$ cat src/rtl/pixel_row_streamer_pkg.sv
// Shared configuration for the pixel row streamer: sensor defaults, derived beat
// constants, pixel/beat types and the output FSM state encoding.
package PixelStreamConfig;

   localparam int DEF_WIDTH      = 24;
   localparam int DEF_HEIGHT     = 12;
   localparam int DEF_PIXEL_BITS = 8;
   localparam int DEF_BUS_PIXELS = 8;

   function automatic int ceil_div(input int num, input int den);
      return (num + den - 1) / den;
   endfunction

   // Counters for a range of one still need a single bit.
   function automatic int cnt_width(input int n);
      return (n > 1) ? $clog2(n) : 1;
   endfunction

   localparam int BEATS            = ceil_div(DEF_WIDTH, DEF_BUS_PIXELS);
   localparam int LAST_BEAT_PIXELS = DEF_WIDTH - (BEATS - 1) * DEF_BUS_PIXELS;

   typedef logic [DEF_PIXEL_BITS-1:0]                pixel_t;
   typedef logic [DEF_BUS_PIXELS*DEF_PIXEL_BITS-1:0] beat_t;

   typedef enum logic [1:0] {
      IDLE,
      LOAD,
      STREAM
   } stream_state_t;

endpackage

$ cat src/rtl/pixel_row_buffer.sv
// Two-entry ping-pong row store with write/read pointers and occupancy count.
module pixel_row_buffer
   import PixelStreamConfig::*;
#(
   parameter int ROW_BITS = DEF_WIDTH * DEF_PIXEL_BITS
) (
   input  logic                clk,
   input  logic                reset,
   input  logic                wr_en,
   input  logic [ROW_BITS-1:0] wr_data,
   input  logic                rd_done,
   output logic [ROW_BITS-1:0] rd_data,
   output logic [1:0]          occupancy,
   output logic                wr_ready
);

   logic [ROW_BITS-1:0] mem [2];
   logic                wr_ptr;
   logic                rd_ptr;
   logic                wr_fire;

   assign wr_ready = (occupancy != 2'd2);
   assign wr_fire  = wr_en && wr_ready;
   assign rd_data  = mem[rd_ptr];

   always_ff @(posedge clk) begin
      if (reset) begin
         wr_ptr    <= 1'b0;
         rd_ptr    <= 1'b0;
         occupancy <= 2'd0;
      end else begin
         if (wr_fire) wr_ptr <= ~wr_ptr;
         if (rd_done) rd_ptr <= ~rd_ptr;
         unique case ({wr_fire, rd_done})
            2'b10:   occupancy <= occupancy + 2'd1;
            2'b01:   occupancy <= occupancy - 2'd1;
            default: ;
         endcase
      end
   end

   // NOTE: the row storage has no reset; occupancy gates every read, so stale
   // contents are never observed and the wide array stays plain RAM.
   always_ff @(posedge clk) begin
      if (wr_fire) mem[wr_ptr] <= wr_data;
   end

endmodule

$ cat src/rtl/pixel_row_streamer.sv
// Accepts whole pixel rows, buffers two, streams them as BUS_PIXELS-wide beats
// with sof/eol/eof markers. PIXEL_STREAM_TEST_PATTERN_EN adds a test_mode pattern source.
module pixel_row_streamer
   import PixelStreamConfig::*;
#(
   parameter int WIDTH      = DEF_WIDTH,
   parameter int HEIGHT     = DEF_HEIGHT,
   parameter int PIXEL_BITS = DEF_PIXEL_BITS,
   parameter int BUS_PIXELS = DEF_BUS_PIXELS
) (
   input  logic                             clk,
   input  logic                             reset,
`ifdef PIXEL_STREAM_TEST_PATTERN_EN
   input  logic                             test_mode,
`endif
   input  logic                             row_valid,
   output logic                             row_ready,
   input  logic [WIDTH*PIXEL_BITS-1:0]      row_data,
   output logic                             out_valid,
   input  logic                             out_ready,
   output logic [BUS_PIXELS*PIXEL_BITS-1:0] out_data,
   output logic [BUS_PIXELS-1:0]            out_keep,
   output logic                             out_sof,
   output logic                             out_eol,
   output logic                             out_eof,
   output logic                             overflow
);

   localparam int ROW_BITS  = WIDTH * PIXEL_BITS;
   localparam int BEAT_BITS = BUS_PIXELS * PIXEL_BITS;
   localparam int NUM_BEATS = ceil_div(WIDTH, BUS_PIXELS);
   localparam int PAD_BITS  = NUM_BEATS * BEAT_BITS;
   localparam int BEAT_W    = cnt_width(NUM_BEATS);
   localparam int ROW_W     = cnt_width(HEIGHT);

   localparam logic [BEAT_W-1:0] LAST_BEAT = BEAT_W'(NUM_BEATS - 1);
   localparam logic [ROW_W-1:0]  LAST_ROW  = ROW_W'(HEIGHT - 1);

   stream_state_t       state;
   stream_state_t       state_n;
   logic [BEAT_W-1:0]   beat;
   logic [ROW_W-1:0]    row_cnt;
   logic [ROW_BITS-1:0] wr_data;
   logic [ROW_BITS-1:0] rd_data;
   logic [1:0]          occupancy;
   logic                row_fire;
   logic                beat_fire;
   logic                last_fire;
   logic [15:0]         stall_cnt;
   logic                stall;

   assign row_fire  = row_valid && row_ready;
   assign out_valid = (state != IDLE);
   assign beat_fire = out_valid && out_ready;
   assign last_fire = beat_fire && (beat == LAST_BEAT);

`ifdef PIXEL_STREAM_TEST_PATTERN_EN
   logic [ROW_W-1:0]    wr_row;
   logic [ROW_BITS-1:0] pattern;

   always_ff @(posedge clk) begin
      if (reset)         wr_row <= '0;
      else if (row_fire) wr_row <= (wr_row == LAST_ROW) ? '0 : wr_row + 1'b1;
   end

   always_comb begin
      pattern = '0;
      for (int c = 0; c < WIDTH; c++)
         pattern[c*PIXEL_BITS +: PIXEL_BITS] = PIXEL_BITS'(int'(wr_row) + c);
      wr_data = test_mode ? pattern : row_data;
   end
`else
   assign wr_data = row_data;
`endif

   pixel_row_buffer #(
      .ROW_BITS (ROW_BITS)
   ) u_buf (
      .clk       (clk),
      .reset     (reset),
      .wr_en     (row_valid),
      .wr_data   (wr_data),
      .rd_done   (last_fire),
      .rd_data   (rd_data),
      .occupancy (occupancy),
      .wr_ready  (row_ready)
   );

   always_ff @(posedge clk) begin
      if (reset) state <= IDLE;
      else       state <= state_n;
   end

   // NOTE: every signal written here gets its default first, so no path can infer a latch.
   always_comb begin
      state_n = state;
      unique case (state)
         IDLE: if (row_fire) state_n = LOAD;
         LOAD, STREAM: begin
            if (beat_fire) begin
               if (beat == LAST_BEAT)
                  // Another row already buffered (or arriving now) follows with no bubble.
                  state_n = (occupancy == 2'd2 || row_fire) ? LOAD : IDLE;
               else
                  state_n = STREAM;
            end
         end
         default: state_n = IDLE;
      endcase
   end

   always_ff @(posedge clk) begin
      if (reset) begin
         beat    <= '0;
         row_cnt <= '0;
      end else if (beat_fire) begin
         if (beat == LAST_BEAT) begin
            beat    <= '0;
            row_cnt <= (row_cnt == LAST_ROW) ? '0 : row_cnt + 1'b1;
         end else begin
            beat <= beat + 1'b1;
         end
      end
   end

   // Zero-padding the row to whole beats makes the pixels past WIDTH read as 0.
   logic [PAD_BITS-1:0]   row_pad;
   logic [BEAT_BITS-1:0]  beat_data;
   logic [BUS_PIXELS-1:0] beat_keep;

   always_comb begin
      row_pad   = PAD_BITS'(rd_data);
      beat_data = row_pad[int'(beat)*BEAT_BITS +: BEAT_BITS];
      beat_keep = '0;
      for (int i = 0; i < BUS_PIXELS; i++)
         beat_keep[i] = (int'(beat) * BUS_PIXELS + i) < WIDTH;
   end

   assign out_data = out_valid ? beat_data : '0;
   assign out_keep = out_valid ? beat_keep : '0;
   assign out_sof  = out_valid && (row_cnt == '0) && (beat == '0);
   assign out_eol  = out_valid && (beat == LAST_BEAT);
   assign out_eof  = out_eol && (row_cnt == LAST_ROW);

   assign stall = row_valid && !row_ready;

   always_ff @(posedge clk) begin
      if (reset) begin
         stall_cnt <= '0;
         overflow  <= 1'b0;
      end else begin
         if (!stall)                    stall_cnt <= '0;
         else if (stall_cnt != 16'hFFFF) stall_cnt <= stall_cnt + 16'd1;
         if (stall_cnt == 16'hFFFF)     overflow  <= 1'b1;
      end
   end

endmodule

$ cat config.mk
export PLATFORM = sky130hd
export DESIGN_NAME = pixel_row_streamer
export DESIGN_NICKNAME = d
export VERILOG_FILES = /design/src/rtl/pixel_row_streamer_pkg.sv /design/src/rtl/pixel_row_buffer.sv /design/src/rtl/pixel_row_streamer.sv
export SDC_FILE = /design/constraint.sdc
export NUM_CORES = 1
export LEC_CHECK = 0
export ABC_AREA = 1
export ABC_CLOCK_PERIOD_IN_PS = 8500
export BUFFER_PORTS_ARGS = -buffer_cell sky130_fd_sc_hd__clkbuf_2
export CAP_MARGIN = 20
export CORE_ASPECT_RATIO = 0.5
export CORE_UTILIZATION = 48
export CTS_CLUSTER_SIZE = 16
export DETAILED_ROUTE_END_ITERATION = 7
export GPL_TIMING_DRIVEN = 0
export MAX_ROUTING_LAYER = met4
export PLACE_DENSITY_LB_ADDON = 0.05
export SYNTH_ARGS = -nofsm -noshare
export SYNTH_HDL_FRONTEND = slang
export SYNTH_HIERARCHICAL = 1
export SYNTH_SLANG_ARGS = --single-unit
$ cat constraint.sdc
create_clock -name clk -period 8.5 [get_ports clk]
set_input_delay 0.425 -clock clk [delete_from_list [all_inputs] [get_ports clk]]
set_output_delay 0.425 -clock clk [all_outputs]
set_load 0.1 [all_outputs]
### After elaboration in Yosys (flattened, before gate mapping)

Memories as Yosys holds them, arrays and structs flattened. A register that Yosys moved wholly into a read port is not among the register bits.
Cells that the tools add are included.
Widths: inputs -> output; s select.

| word-level totals | value |
|---|---|
| register bits after elaboration | 29 |
| bits in writable memories | 384 |
| input bits | 196 |
| output and inout port bits | 78 |
| logic and storage cells | 78 |
| memories kept | 1 |

Memory list:

| memory | depth | bits a word | rd ports | clocked after memory_dff | wr ports | RTL line | source |
|---|---|---|---|---|---|---|---|
| u_buf.mem | 2 | 192 | 1 | 1 | 1 | pixel_row_buffer.sv:17 | `logic [ROW_BITS-1:0] mem [2];` |

| cells by class | value |
|---|---|
| $add $sub $neg | 12 |
| $lt $le $gt $ge | 8 |
| equal/unequal tests | 12 |
| shifts and indexed selects | 1 |
| muxes and demuxes | 14 |
| bitwise operators | 3 |
| reduce and logical (&&, ||, !) cells | 19 |

Operators with widths:

| operator | count |
|---|---|
| $shiftx 192x9->64 | 1 |
| $mux 64 | 1 |
| $lt 6x5->1 const B | 7 |
| $add 5x3->6 const B | 4 |
| $add 16x1->16 const B | 1 |
| $eq 16x16->1 const B | 1 |
| $ne 16x16->1 const B | 1 |
| $add 5x2->6 const B | 2 |
| $eq 2x2->1 const B | 4 |
| $logic_and 1x1->1 | 8 |
| $mux 2 | 4 |
| $mux 8 | 1 |
| $pmux 2 s2 | 2 |
| $add 5x1->6 const B | 1 |
| $ne 2x2->1 const B | 3 |
| $lt 5x5->1 const B | 1 |
| $mux 1 | 5 |
| $add 2x1->2 const B | 2 |
| $add 4x1->4 const B | 1 |
| $eq 2x1->1 const B | 2 |
| $eq 4x4->1 const B | 1 |
| $logic_not 2->1 | 2 |
| $logic_not 4->1 | 1 |
| $mux 4 | 1 |
| other kinds (7) | 12 |

### Depth between registers and ports, before layout

Gate-level depths: netlist of the first run.

| depth | value |
|---|---|
| depth in word-level cells | 7 |
| gate-level depth with buffers | 12 |
| mapped depth without buffers | 11 |

### Cells and area by module

The synthesis of the first run kept the hierarchy.

By module, submodules not included:

| module | instances | cells each | area each (um2) | seq. area each (um2) |
|---|---|---|---|---|
| pixel_row_buffer | 1 | 629 | 14146.1 | 11631.2 |
| pixel_row_streamer | 1 | 574 | 2967.8 | 500.5 |

### Worst setup path before layout of the first run

Ideal clock, no wire load.

| timing | value |
|---|---|
| kind | flip-flop to flip-flop |
| start | register u_buf.occupancy[0] |
| end | memory u_buf/mem[0][0] (netlist bit) (enable) |
| setup time | 0.748 ns |
| data arrival time | 9.428 ns |
| data required time | 7.752 ns |
| path slack | -1.676 ns |
| cell stages (with the launch flop) | 5 |
| buffers on the path | 0 |
| period minus slack after synthesis | 10.176 ns |
| cells stage by stage | dfxtp_1 > inv_1 > nand2_1 > nand2_1 > nor2_1 |

| on the way | value |
|---|---|
| word-level cells in the longest chain between the ends | 4 |

Ends and longest elaborated chain:

| what | RTL line | source |
|---|---|---|
| start: declaration | pixel_row_buffer.sv:13 | `output logic [1:0] occupancy,` |
| start signal: assignment | pixel_row_buffer.sv:35 | `2'b10: occupancy <= occupancy + 2'd1;` |
| start signal: assignment | pixel_row_buffer.sv:36 | `2'b01: occupancy <= occupancy - 2'd1;` |
| $ne 2x2->1 | pixel_row_buffer.sv:22 | `assign wr_ready = (occupancy != 2'd2);` |
| named net row_ready | pixel_row_streamer.sv:17 | `output logic row_ready,` |
| $logic_and 1x1->1 | pixel_row_buffer.sv:23 | `assign wr_fire = wr_en && wr_ready;` |
| $mux 1 | pixel_row_buffer.sv:45 | `if (wr_fire) mem[wr_ptr] <= wr_data;` |
| $mux 1 (implied by the code) | pixel_row_buffer.sv:45 |  |
| end: declaration | pixel_row_buffer.sv:17 |  |

The timed path passes the listed nets, and every way through them passes these cells.

### Final worst setup path of the first run

| timing | value |
|---|---|
| start | register state[0] |
| end | output out_data[37] |

| on the way | value |
|---|---|
| word-level cells in the longest chain between the ends | 2 |

Ends and longest elaborated chain:

| what | RTL line | source |
|---|---|---|
| start: declaration | pixel_row_streamer.sv:39 | `stream_state_t state;` |
| start signal: assignment | pixel_row_streamer.sv:91 | `else state <= state_n;` |
| $reduce_bool 2->1 | pixel_row_streamer.sv:53 | `assign out_valid = (state != IDLE);` |
| $mux 64 | pixel_row_streamer.sv:139 | `assign out_data = out_valid ? beat_data : '0;` |
| end: declaration | pixel_row_streamer.sv:21 | `output logic [BUS_PIXELS*PIXEL_BITS-1:0] out_data,` |

No other way between the ends.

==> results.md, run 1 <==
Synthesis:
- The number of flip-flops and latches in the synthesized netlist is approximately 410.
- The cell area that synthesis handed to floorplanning was roughly 0.017 mm2.
- The number of cells produced by synthesis is 1203.
- In this run the mean area of a mapped cell was about 14 um2.
- The distinct cell type count after synthesis is 34.
- The share of the synthesized area in the top cell type is between 60% and 70%.
- The total of warnings raised by yosys is 6.
- The number of nets produced by synthesis is 1405.
- By area the synthesized netlist is led by edfxtp_1 (67%), mux2_2 (13%), nand2_1 (6.0%), dfxtp_1 (3.5%), inv_1 (1.5%).
- Sequential elements use between 70 and 80% of the synthesized area.
- edfxtp_1 takes more of the synthesized area than any other cell.

Clocking:
- Once the clock tree was built, the setup fixing pass inserted 0 buffers.
- The root buffer cell chosen for the clock tree is clkbuf_16.
- The number of hold buffers added after CTS was 0.
- The clock tree from TritonCTS is yes.
- Clock latency on the worst-skew pair, taken at its later pin, is ~0.54 ns.
- After clock tree synthesis, the clock-pin slew on the worst setup and hold paths is approximately 0.07 ns.
- Gates resized during post-CTS repair numbered 0.
- The clock drives 414 sinks.
- The number of clock buffers added by TritonCTS is 39.
- In this run the deepest clock path goes through 3 buffers.
- The H-tree level count is 2.

Worst setup path:
- By startpoint and endpoint, the worst setup path is classified as flip-flop to output pin.
- The critical path required time is about 8.1 ns.
- The worst setup path is captured at an output pin.
- The terminus of the critical flop-to-flop path is u_buf/mem[0][83]$_DFFE_PP_.
- The largest fanout of any net on the critical path is 11.
- The worst flop-to-flop path startpoint is u_buf/occupancy[0]$_SDFFE_PP0P_.
- The type of origin of the critical path is a flip-flop.
- The endpoint arrival time on the critical path is ~3 ns.
- The setup check on the worst reg-to-reg path leaves a slack of 5.80 ns.
- The path depth of the worst reg2reg path is 7.

Pwr:
- The net switching power is between 0.002 and 0.003 W.
- The internal power of the cells totals around 0.0038 W.
- The proportion of power drawn by flip-flops and latches is 38.4%.
- Net switching is between 40% and 50% of the power.
- The design draws roughly 0.0063 W.
- Of the total power, the clock network draws 26.9%.
- The combinational share of power is 34.7%.
- In this run the static leakage power is 7.96 nW.
- The worst-case IR drop observed on VDD is about 0.23 mV.
- The power per cell area is 305 mW/mm2.

Global route:
- The first global-routing pass estimated approximately 59000 um of wire.
- Across every metal layer, demand over resource in global routing totals between 20 and 25%.
- After global routing the overflow that remains totals 0.
- The via count of the first global-routing pass is ~11000.
- Entering global routing, the biggest net connects 31 pins.
- The number of antenna violations at the first check in global routing is 3.

Route:
- In the routed layout, each cell is associated on average with a via count of just over 5.
- In the final routed layout, each cell accounts on average for about 19 um.
- The DRC violation count after routing is 0.
- The violation count after the first detailed-route iteration is 518.
- Wires add up to a little under 40000 um.
- The final route contains between 10000 and 15000 vias.
- Once detail routing completed, the nets flagged for antenna violations numbered 0.
- The number of optimization iterations in the first detailed-route pass is 5.

Final layout:
- The multi-input logic area is 0.00425 mm2.
- In the layout the commonest cells are edfxtp_1 (384), clkbuf_2 (273), nand2_1 (272).
- Leaving out fill and tap cells, the most frequent cell in the layout is edfxtp_1.
- The fraction of layout instances using a drive strength above 1 is between 30 and 40%.
- The number of standard cells in the layout, taps in and fillers out is 2035.
- The final instance area is 0.0206 mm2.
- The sequential cell area is 0.0121 mm2.
- The filler cell count is between 2000 and 3000.
- The synthesis-to-layout area growth is 20.2%.
- In the final design database the tool counted 1732 nets.

STA:
- Setup repair after global routing left no endpoint under its margin.
- The total negative slack is 0 ns.
- The transition time of the tightest slew-check pin is around 0.87 ns.
- The worst pin sits at a relative slew slack of a little over two fifths.
- The total setup violations reported at the end of the flow is 0.
- Between clock sinks in the finished design, the worst skew comes to roughly 0.015 ns.
- Setup slack on the critical path of the routed design comes to roughly 5.1 ns.
- The shortest period the worst path allows is about 3.4 ns.
- The fraction of the cycle the final worst path needs is between 40% and 50%.
- The number of max-slew violations in the final report is 0.
- The final hold violation count came to 0.
- Static timing analysis puts the maximum clock frequency at 0.291 GHz.

Job:
- The tool flagged a number of max-cap violations equal to 0.

Die:
- The vertical extent of the die is ~140 um.
- The floorplan step defined a die boundary enclosing around 0.036 mm2.
- Once the floorplan was initialized, standard cells occupied approximately half of the core.
- The die width is around 270 um.
- The core box area is 0.0348 mm2.
- In this run the core area contains between 40 and 50 standard-cell rows.
- The number of top-level pins is 274.

Place:
- The placed instances occupy a cell area of slightly below 0.02 mm2.
- Buffers placed on the I/O ports in this run total about 270.
- Counting tap cells, the placed design contains a total of 1964 instances.
- The congestion estimate from routability-driven global placement came to 0.866.
- OpenSTA, run right after detailed placement, puts the worst setup slack at 5.66 ns.
- The HPWL after detailed placement is approximately 27000 um.

Hold path:
- The beginning of the worst hold path is row_data[154].
- The path type of the worst min-delay path is input pin to flip-flop.
- The number of cells on the worst hold path is 1.
- For hold timing, the worst endpoint is u_buf/mem[0][154]$_DFFE_PP_.

Outcome:
- The flow ran to the end, and the final reports show no timing, DRC or antenna violations.
kinds of logic after synthesis:
kind of cell	after synthesis	share of synthesized area, %
compound gates	61	2.07
xor+xnor	4	0.205
fa+ha+maj	6	0.439
buf+inv	138	4.36
flops	414	70.9
mux	192	12.6
simple gates	388	9.41
sequential cells by signal (all words and copies together) (netlist names), named ones only:
| register | count |
|---|---|
| u_buf/occupancy | 2 |
| state | 2 |
| u_buf/mem | 384 |
| stall_cnt | 16 |
| beat | 2 |
| row_cnt | 4 |
| u_buf/rd_ptr | 1 |
| overflow | 1 |
| u_buf/wr_ptr | 1 |
cell type report:
class / instances / area share, %
Sequential cell: 414 / 59.0
Multi-Input combinational cell: 651 / 20.7
Timing Repair Buffer: 286 / 7.94
Clock buffer: 48 / 5.11
Tap cell: 475 / 2.89
Buffer: 58 / 2.16
Inverter: 80 / 1.47
Clock inverter: 19 / 0.748
Antenna cell: 4 / 0.0487
critical path: stages, from the launching register on:
cell	delay [ns]
dfxtp_1	0.37
inv_1	0.06
ha_1	0.19
buf_2	0.16
inv_2	0.10
buf_2	0.34
buf_1	0.58
nand2_1	0.15
inv_1	0.08
clkbuf_2	0.45
Yosys cell counts (all sizes together):
| cell | n |
|---|---|
| nor2 | 40 |
| nand3b | 1 |
| buf | 51 |
| inv | 79 |
| clkbuf | 7 |
| ha | 6 |
| dfxtp | 30 |
| o21a | 1 |
| o21ai | 14 |
| nor3 | 6 |
| nand3 | 56 |
| nand4 | 6 |
| a21oi | 13 |
| a31oi | 32 |
| edfxtp | 384 |
| nand2 | 277 |
| and3 | 1 |
| o21bai | 1 |
| clkinv | 1 |
| or2 | 1 |
| mux2 | 192 |
| xnor2 | 4 |
how the worst max path moves through the flow:
stage          depth (start not counted)                    endpoint                             from  slack (ns)
3_5_place_dp                           9                out_data[33]            state[0]$_SDFFE_PP0P_        5.66
3_3_place_gp                           4  u_buf/mem[0][12]$_DFFE_PP_  u_buf/occupancy[0]$_SDFFE_PP0P_       -5.91
5_1_grt                                9                out_data[41]            state[0]$_SDFFE_PP0P_        4.94
4_1_cts                                9                out_data[37]            state[0]$_SDFFE_PP0P_        5.08
2_1_floorplan                          4   u_buf/mem[0][0]$_DFFE_PP_  u_buf/occupancy[0]$_SDFFE_PP0P_       -1.68
6_report                               9                out_data[37]            state[0]$_SDFFE_PP0P_        5.07
power groups by stage:
stage | Combinational (W) | Sequential, W | Clock [W]
final | 0.00218 | 0.00241 | 0.00168
after global routing | 0.00228 | 0.00242 | 0.00181
after CTS | 0.00220 | 0.00241 | 0.00173
after detailed placement | 0.00220 | 0.00245 | 0
after global placement | 0.00215 | 0.00252 | 0
after floorplan | 0.00170 | 0.00249 | 0
through the flow:
step | util (%) | hold slack (ns)
6_report | 59.2 | 0.0789
5_1_grt | 59.2 | 0.0538
4_1_cts | 59.1 | 0.0516
3_5_place_dp | 55.7 | 0.460
3_3_place_gp | 54.9 | 0.450
2_1_floorplan | - | 0.472
routing by layer:
| layer | up-vias | track usage, % | share of wire [%] |
|---|---|---|---|
| li1 | 4958 | - | - |
| met5 | - | - | 0 |
| met3 | 60 | 5.00 | 5.7 |
| met2 | 223 | 38.1 | 51 |
| met1 | 5096 | 27.0 | 42 |
| met4 | 0 | 4.80 | 1.7 |
(Power assumes the default switching activity.)
==> inputs of run 2 (changes only) <==
--- a/config.mk
+++ b/config.mk
@@ -6,7 +6,7 @@
 export NUM_CORES = 1
 export LEC_CHECK = 0
 export ABC_AREA = 1
-export ABC_CLOCK_PERIOD_IN_PS = 8500
+export ABC_CLOCK_PERIOD_IN_PS = 3500
 export BUFFER_PORTS_ARGS = -buffer_cell sky130_fd_sc_hd__clkbuf_2
 export CAP_MARGIN = 20
 export CORE_ASPECT_RATIO = 0.5
==> constraint.sdc (replaced) <==
create_clock -name clk -period 3.5 [get_ports clk]
set_input_delay 0.175 -clock clk [delete_from_list [all_inputs] [get_ports clk]]
set_output_delay 0.175 -clock clk [all_outputs]
set_load 0.1 [all_outputs]
==> results.md, run 2 (synthesized netlist as in run 1, its figures left out) <==
Outcome:
- The run finished with clean final reports.

Die:
- The floorplan step defined a die boundary enclosing 0.0365 mm2.
- The initial utilization of the core area, before any placement, comes to 49.2%.
- The floorplan has 48 rows.
- The die is 269 um wide.
- The number of top-level pins is about 270.
- The region available for standard cell placement spans 0.0348 mm2.
- The die is ~140 um tall.

Final layout:
- The library cell used most frequently in the layout, excluding fill and tap cells, is edfxtp_1.
- The post-route netlist has 34.8% of its cells at a drive strength greater than 1.
- The largest registers in the layout are u_buf/mem x384, stall_cnt x16, row_cnt x4.
- In the layout the commonest cells are edfxtp_1 (384), clkbuf_2 (273), nand2_1 (270).
- The synthesis-to-layout area growth is 31.8%.
- The largest register by flop count is u_buf/mem.
- For this run, the share of the core covered by cells in the final layout is 64.8%.
- The number of antenna diodes in the final layout is 0.
- The number of flip-flops in the largest register is approximately 380.
- After the last flow step, the layout net total stands at a little under 2000.

Worst setup path:
- The worst setup path is launched from a flip-flop.
- Data on the critical path arrives at its endpoint at roughly 3.0 ns.
- The path depth of the worst reg2reg path is 7.
- STA classifies the critical path endpoint as an output pin.
- The critical path start-end classification is flip-flop to output pin.
- Of all nets on the critical path, the largest fanout is 10.
- For the worst setup path, the data required time is 3.32 ns.

Pwr:
- The share of total power dissipated in the clock network is about a quarter.
- The combinational share of power is ~36%.
- Internal power comes to between 0.009 and 0.01 W.
- Sequential cells account for a little under two fifths of the total power.
- Of the total power, the share spent switching nets is about two fifths.
- Dividing total power by cell area gives a power density of ~700 mW/mm2.
- The static leakage power is 8.79 nW.
- The net switching power is approximately 0.0062 W.
- The worst-case IR drop observed on VDD is between 0.4 and 0.5 mV.

Hold path:
- The worst hold path belongs to the class input pin to flip-flop.
- The worst hold path passes through 3 cells.

Clocking:
- The root buffer cell is clkbuf_16.
- The count of clock tree sinks is roughly 410.
- The H-tree level count is 2.
- The clock tree buffer depth is 3.
- At the later pin of the worst-skew pair, clock insertion delay measures ~0.54 ns.
- The clock tree from TritonCTS is yes.
- The post-CTS clock slew at the launch and capture registers of the worst setup and hold paths is roughly 0.060 ns.
- In this run, post-CTS repair resized a total of 0 instances.
- Clock tree synthesis inserted a total of 38 buffers.

STA:
- Setup violations remaining at the end of the flow were counted as 0.
- The final hold violation count is 0.
- The worst hold slack is ~0.044 ns.
- Based on the critical path, the design can be clocked at up to roughly 0.32 GHz.
- The worst-case headroom to the max-slew limit is between 40 and 50%.
- The fraction of the cycle the final worst path needs is 90.2%.
- The number of max-slew violations in the final report came to 0.
- The total negative slack is 0 ns.
- Setup repair after global routing left no endpoint under its margin.
- At the pin with the least slew margin, the transition time is approximately 0.79 ns.
- Setup slack closes at ~0.34 ns.
- The shortest period the worst path allows is ~3.2 ns.
- Between clock sinks in the finished design, the worst skew comes to between 0.01 and 0.015 ns.

Route:
- The violation count after the first detailed-route iteration is around 630.
- The routed wirelength normalized by instance count is 18.5 um.
- The number of vias in the routed layout is ~11000.
- After detailed routing, the number of vias per cell comes to around 5.0.
- The count of antenna-violating nets left after detailed routing is 0.
- The routed design has about 41000 um of wire.
- For this run, design rule violations remaining after detail routing come to 0.
- The number of optimization iterations in the first detailed-route pass is 5.

Global route:
- The residual overflow from global routing is 0.
- Global routing used a little under a quarter of the available tracks across all layers.
- The number of antenna violations at the first check in global routing came to 0.
- The via count of the first global-routing pass is about 12000.
- Entering global routing, the biggest net connects 33 pins.
- The first global-routing pass estimated around 63000 um of wire.

Place:
- The post-place setup slack is about 0.9 ns.
- The congestion estimate from routability-driven global placement came to ~0.84.
- The total half-perimeter wirelength after legalization and detailed placement is around 27000 um.
- The quantity of I/O buffers inserted on ports is between 200 and 300.

Job:
- Across the run, the number of max-cap violations was 0.
run 2: worst paths after layout:
path,slack [ns],startpoint,endpoint
setup / recovery,0.34,state[0]$_SDFFE_PP0P_,out_keep[6]
hold reg to reg,0.48,overflow$_SDFFE_PP0N_,overflow$_SDFFE_PP0N_
hold / removal,0.04,row_valid,u_buf/wr_ptr$_SDFFE_PP0P_
setup reg to reg,1.45,u_buf/occupancy[0]$_SDFFE_PP0P_,u_buf/mem[0][78]$_DFFE_PP_
run 2: timing repair:
item | 4_1_cts | 5_1_grt
hold buffers | 194 | 0
endpoints found under the hold margin | 390 | 0
setup buffers | 0 | 0
run 2: cell type report:
class	count	area (um2)
fillers	2625	12200
flip-flops and latches	414	12100
multi-input cells	651	4280
repair buffers	481	3590
clock buffers	53	1080
well taps	475	594
plain buffers	58	444
inverters	80	304
clock inverters	16	121
run 2: power by group through the flow:
stage | clock [W] | combinational, W | sequential (W)
after global routing | 0.00438 | 0.00578 | 0.00588
after floorplan | 0 | 0.00414 | 0.00597
final | 0.00409 | 0.00551 | 0.00585
after detailed placement | 0 | 0.00534 | 0.00596
after CTS | 0.00418 | 0.00554 | 0.00586
after global placement | 0 | 0.00524 | 0.00600
run 2: layer usage:
layer | up-vias | routed length, um | track usage (%) | share of wire (%)
li1 | 5350 | - | - | -
met1 | 5473 | 17200 | 28.9 | 42
met2 | 247 | 21400 | 41.2 | 52
met3 | 54 | 1910 | 4.11 | 4.6
met4 | 0 | 657 | 5.52 | 1.6
met5 | - | 0 | - | 0
run 2: worst max-delay path: stages (launching register included):
cell	delay, ns
dfxtp_1	0.36
inv_1	0.06
ha_1	0.18
buf_2	0.16
clkbuf_1	0.36
a21oi_1	0.64
buf_4	0.22
clkbuf_2	0.46
run 2: metrics by stage:
step	cell area [um2]	power, W	std cells
after floorplan	17200	0.0101	1203
after global placement	19100	0.0112	1951
after detailed placement	19400	0.0113	1965
after CTS	22600	0.0156	2228
after global routing	22600	0.0160	2228
final	22600	0.0155	2228
